<file path="src/rtl/dffrf_nr1w.sv">
// rtl/dffrf_nr1w.sv - NRD-read / 1-write DFF register file with post-reset clear sweep.
// Optional write-to-read forwarding is enabled by defining DFFRF_BYPASS_EN.
module dffrf_nr1w #(
   parameter int WSIZE   = 32,
   parameter int RCOUNT  = 32,
   parameter int NRD     = 2,
   parameter int R0_ZERO = 1,
   localparam int AW     = $clog2(RCOUNT)
) (
   input  logic                  CLK,
   input  logic                  RST,
   input  logic [NRD*AW-1:0]     RA,
   output logic [NRD*WSIZE-1:0]  DR,
   input  logic [AW-1:0]         RW,
   input  logic [WSIZE-1:0]      DW,
   input  logic                  WE,
   output logic                  BUSY
);

`ifdef DFFRF_BYPASS_EN
   localparam bit BYPASS = 1'b1;
`else
   localparam bit BYPASS = 1'b0;
`endif

   localparam bit              R0Z   = (R0_ZERO != 0);
   localparam logic [AW:0]     DEPTH = (AW+1)'(RCOUNT);
   localparam logic [AW-1:0]   LAST  = AW'(RCOUNT - 1);

   typedef enum logic {CLEAR = 1'b0, READY = 1'b1} state_t;

   state_t                 state_q;
   logic [AW-1:0]          cnt_q;
   logic                   busy_q;
   logic [NRD*WSIZE-1:0]   dr_q;
   logic [NRD*WSIZE-1:0]   dr_d;
   logic [AW-1:0]          ra;
   logic                   wr_commit;
   logic [WSIZE-1:0]       mem [RCOUNT];

   assign wr_commit = (state_q == READY) && WE && ({1'b0, RW} < DEPTH) && !(R0Z && RW == '0);

   // Reads see pre-write contents unless forwarding is built in.
   always_comb begin
      dr_d = '0;
      ra   = '0;
      if (state_q == READY) begin
         for (int i = 0; i < NRD; i++) begin
            ra = RA[i*AW +: AW];
            if (BYPASS && wr_commit && ra == RW)
               dr_d[i*WSIZE +: WSIZE] = DW;
            else if (({1'b0, ra} < DEPTH) && !(R0Z && ra == '0))
               dr_d[i*WSIZE +: WSIZE] = mem[ra];
         end
      end
   end

   always_ff @(posedge CLK or posedge RST) begin
      if (RST) begin
         state_q <= CLEAR;
         cnt_q   <= '0;
         busy_q  <= 1'b1;
         dr_q    <= '0;
      end else begin
         dr_q <= dr_d;
         case (state_q)
            CLEAR: begin
               cnt_q <= cnt_q + 1'b1;
               if (cnt_q == LAST) begin
                  state_q <= READY;
                  busy_q  <= 1'b0;
               end
            end
            default: ;
         endcase
      end
   end

   // Storage has no reset; the sweep is the only thing that clears it.
   always_ff @(posedge CLK) begin
      if (!RST && state_q == CLEAR)
         mem[cnt_q] <= '0;
      else if (wr_commit)
         mem[RW] <= DW;
   end

   assign DR   = dr_q;
   assign BUSY = busy_q;

endmodule

</file>
<file path="config.mk">
export PLATFORM = sky130hd
export DESIGN_NAME = dffrf_nr1w
export DESIGN_NICKNAME = d
export VERILOG_FILES = /design/src/rtl/dffrf_nr1w.sv
export SDC_FILE = /design/constraint.sdc
export NUM_CORES = 1
export LEC_CHECK = 0
export CORE_MARGIN = 3
export CORE_UTILIZATION = 50
export DETAILED_ROUTE_END_ITERATION = 10
export GPL_TIMING_DRIVEN = 0
export PLACE_DENSITY_LB_ADDON = 0.12
export SETUP_SLACK_MARGIN = 0.1
export SLEW_MARGIN = 20
export SYNTH_ARGS = -nofsm -noshare
export SYNTH_HDL_FRONTEND = slang
export SYNTH_SLANG_ARGS = --single-unit
export TNS_END_PERCENT = 20
</file>
<file path="constraint.sdc">
create_clock -name CLK -period 3.7 [get_ports CLK]
set_clock_uncertainty 0.1 [all_clocks]
set_input_delay 0.37 -clock CLK [delete_from_list [all_inputs] [get_ports CLK]]
set_output_delay 0.37 -clock CLK [all_outputs]
set_load 0.1 [all_outputs]
</file>
==> results.txt <==
Port buffer count: 113
Area taken by flip-flops and latches: 31,600 µm²
Number of detailed-routing iterations run before antenna repair: 8
CTS Buffer Depth: 3
Worst hold path class: in2async
Max-slew headroom at the worst pin: 12.4%
RSZ-0062 raised after global routing: no
Routed wire per std cell: 35.0 µm
Ys Warns: 0
List of most frequent post-synthesis cells: edfxtp_1, mux2i_1, mux4_2, o22ai_1, a22oi_1
Proportion of register bits with asynchronous set or reset after synthesis: 6.67%
Timing startpoint of the critical path: RA[7]
Main flop type after synthesis: edfxtp_1
Required time worst endpoint: 4.12 ns
Number of fillers in the final layout: 7,132
Critical path capture point type: flip-flop
Final nets: 3,264
Chip width: 318 µm
Core footprint: 95,900 µm²
Final worst-path cycle share: 96.8%
Combined area of the multi-input logic cells: 16,100 µm²
Post-Syn Area: 48,700 µm²
Min Hold Slack: 0.0307 ns
Crit path arrival time: 4.01 ns
Count of flip-flops with a built-in enable after synthesis: 994
CTS H-Tree Depth: 3
Leftover overflow at the end of global routing: 0
Total vias in the final route: 31.3k
Slew at the pin closest to its max-slew limit: 1.31 ns
Starting DRT DRC Count: 4,258
Run status: finished clean
Placed Cells incl. Taps: 4,353
Yosys top cell area share: 61.2%
Clock tree from TritonCTS: built
Die outline area: 101,000 µm²
Global-route wire length before repair: 226,000 µm
Post-layout min period: 3.58 ns
Post-DR vias/cell: 6.84
Leakage: 20.6 nW
Slew Limit Fails: 0
Peak Freq: 279 MHz
Count of distinct cell types in the synthesized netlist: 52
Count of state elements after synthesis: 1,065
Slack of the worst reg-to-reg path: 0.36 ns
Max_cap viols: 0
Routability cong.: 0.911
Final setup vio count: 0
Worst flop-to-flop path startpoint: state_q$_DFF_PP0_
Startpoint types: input port
Syn_nets: 2,986
WL final: 160,000 µm
Number of ports placed on the die boundary: 115
Ratio of cells with drive above 1 in the final layout: 21.1%
Source-to-sink clock delay at the later pin of the worst-skew pair: 0.71 ns
Number of nets still failing antenna checks after routing: 0
Worst vdd rail ir drop: 0.000483 V
Post-Synthesis Mean Instance Area: 16.6 µm²
Setup Crit Path Kind: in2reg
Number of core rows: 113
Setup repair bufs after CTS: 0
Largest fanout of any net on the critical path: 10
Count of final hold-check violations: 0
Layout overhead on the synthesized area: 16.1%
Vias in the first global route: 31.8k
Number of diodes added for antenna fixing: 0
Final HPWL from detailed placement: 115,000 µm
Cell Pwr Density: 483 nW/µm²
Pin count of the biggest net entering global routing: 45
End-of-flow core utilization: 59.0%
Post-synthesis sequential area ratio: 64.9%
Cell taking the most area after synthesis: edfxtp_1
Overall routing resource usage: 31.1%
Remaining design rule violation count: 0
Y dimension of the die: 318 µm
Post-synthesis cell count: 2,934
Root Buffer Master: clkbuf_16
Number of antenna violations at the first check in global routing: 5
Finished Layout Cells: 4,572
Clock slew seen by the registers of the worst setup and hold paths: 0.06 ns
Ranking of synthesized cells by area: edfxtp_1, mux2i_1, mux4_2
CTS sink cnt: 1,065
TritonCTS buffer count: 113
Starting Density: 50.8%
Most instantiated library cell after synthesis: edfxtp_1
-- area by class of cell --
class / count / area share (%)
well taps: 1265 / 2.80
clock inverters: 42 / 0.604
repair buffers: 163 / 3.99
plain buffers: 235 / 2.27
inverters: 11 / 0.0774
flip-flops and latches: 1065 / 55.9
clock buffers: 168 / 5.91
multi-input cells: 1623 / 28.4
-- metal layers --
layer | vias to the layer above | part of all wire, % | GRT usage (%)
li1 | 12700 | - | -
met1 | 16300 | 39 | 42.4
met2 | 1873 | 45 | 47.3
met3 | 392 | 9.8 | 6.20
met4 | 0 | 6.5 | 17.4
met5 | - | 0 | 0
-- timing repair --
| action | CTS | global route |
|---|---|---|
| resized for setup | 1 | 0 |
| endpoints found under the setup margin | 31 | 0 |
| hold buffers | 0 | 0 |
-- where the power goes --
| part | switching, mW | leakage [nW] | internal [mW] |
|---|---|---|---|
| sequential | 0.0327 | 11.1 | 13.3 |
| combinational | 2.00 | 7.67 | 0.799 |
| clock | 4.75 | 1.82 | 6.46 |
| total | 6.79 | 20.6 | 20.5 |
-- metrics by stage --
| step | total power, mW | setup WS [ns] | area [µm²] | TNS [ns] |
|---|---|---|---|---|
| 4_1_cts | 27.3 | 0.105 | 56400 | 0 |
| 6_report | 27.3 | 0.117 | 56600 | 0 |
| 3_5_place_dp | 16.3 | -0.428 | 52700 | -172.93 |
| 5_1_grt | 28.0 | 0.275 | 56600 | 0 |
| 3_3_place_gp | 16.2 | -2.12 | 51400 | -1801.89 |
| 2_1_floorplan | 15.3 | 0.532 | 48700 | 0 |
-- flip-flops by register name (all words and copies together), names as in the netlist --
signal / count
BUSY: 1
mem: 994
state_q: 1
cnt_q: 5
DR: 64
-- placed cells by master, fill, tap and decap left out, types with 4 or more instances in the layout --
| master | instances |
|---|---|
| a22oi_1 | 189 |
| nor2_4 | 31 |
| nand4_1 | 63 |
| or3b_1 | 5 |
| buf_2 | 105 |
| mux2i_1 | 575 |
| and2_1 | 17 |
| clkinv_2 | 19 |
| clkbuf_16 | 120 |
| nand2_1 | 132 |
| buf_1 | 4 |
| edfxtp_1 | 994 |
| nor2_1 | 13 |
| a221oi_2 | 58 |
| and2_2 | 19 |
| clkbuf_8 | 16 |
| buf_6 | 21 |
| nand3b_1 | 4 |
| nor3_1 | 6 |
| inv_1 | 9 |
| buf_12 | 18 |
| clkinv_1 | 7 |
| o21ai_0 | 36 |
| dfrtp_1 | 70 |
| inv_4 | 5 |
| buf_4 | 32 |
| buf_8 | 8 |
| a221oi_1 | 4 |
| o22ai_1 | 190 |
| clkdlybuf4s50_1 | 113 |
| mux4_2 | 193 |
| o21ai_1 | 27 |
| a21oi_1 | 4 |
| buf_16 | 23 |
| clkbuf_1 | 106 |
-- path summary, 6_finish.rpt --
check,endpoint,depth (start not counted)
worst max-delay path,DR[40]$_DFF_PP0_,8
worst min register to register,BUSY$_DFFE_PP1P_,1
min in group CLK,mem[18][27]$_DFFE_PP_,2
worst min-delay path,cnt_q[1]$_DFFE_PP0N_,2
worst max register to register,mem[30][17]$_DFFE_PP_,5
max in group asynchronous,DR[43]$_DFF_PP0_,3
-- critical path, cell delays in order --
cell	delay, ns
clkdlybuf4s50_1	0.65
buf_2	0.26
or2_2	0.13
clkbuf_1	0.53
clkbuf_1	0.87
o22ai_1	0.20
a22oi_1	0.73
nand4_1	0.26
-- kinds of logic after synthesis --
family / count (synthesis) / synth area share [%]
AOI/OAI and AO/OA: 531 / 8.26
xor gates and xnor gates: 3 / 0.0539
DFF: 1065 / 64.9
adders and majority gates: 2 / 0.0513
muxes: 770 / 20.8
and+or+nand+nor: 317 / 3.24
buffers and inverters: 246 / 2.72
Power figures use the tool's default switching activity.
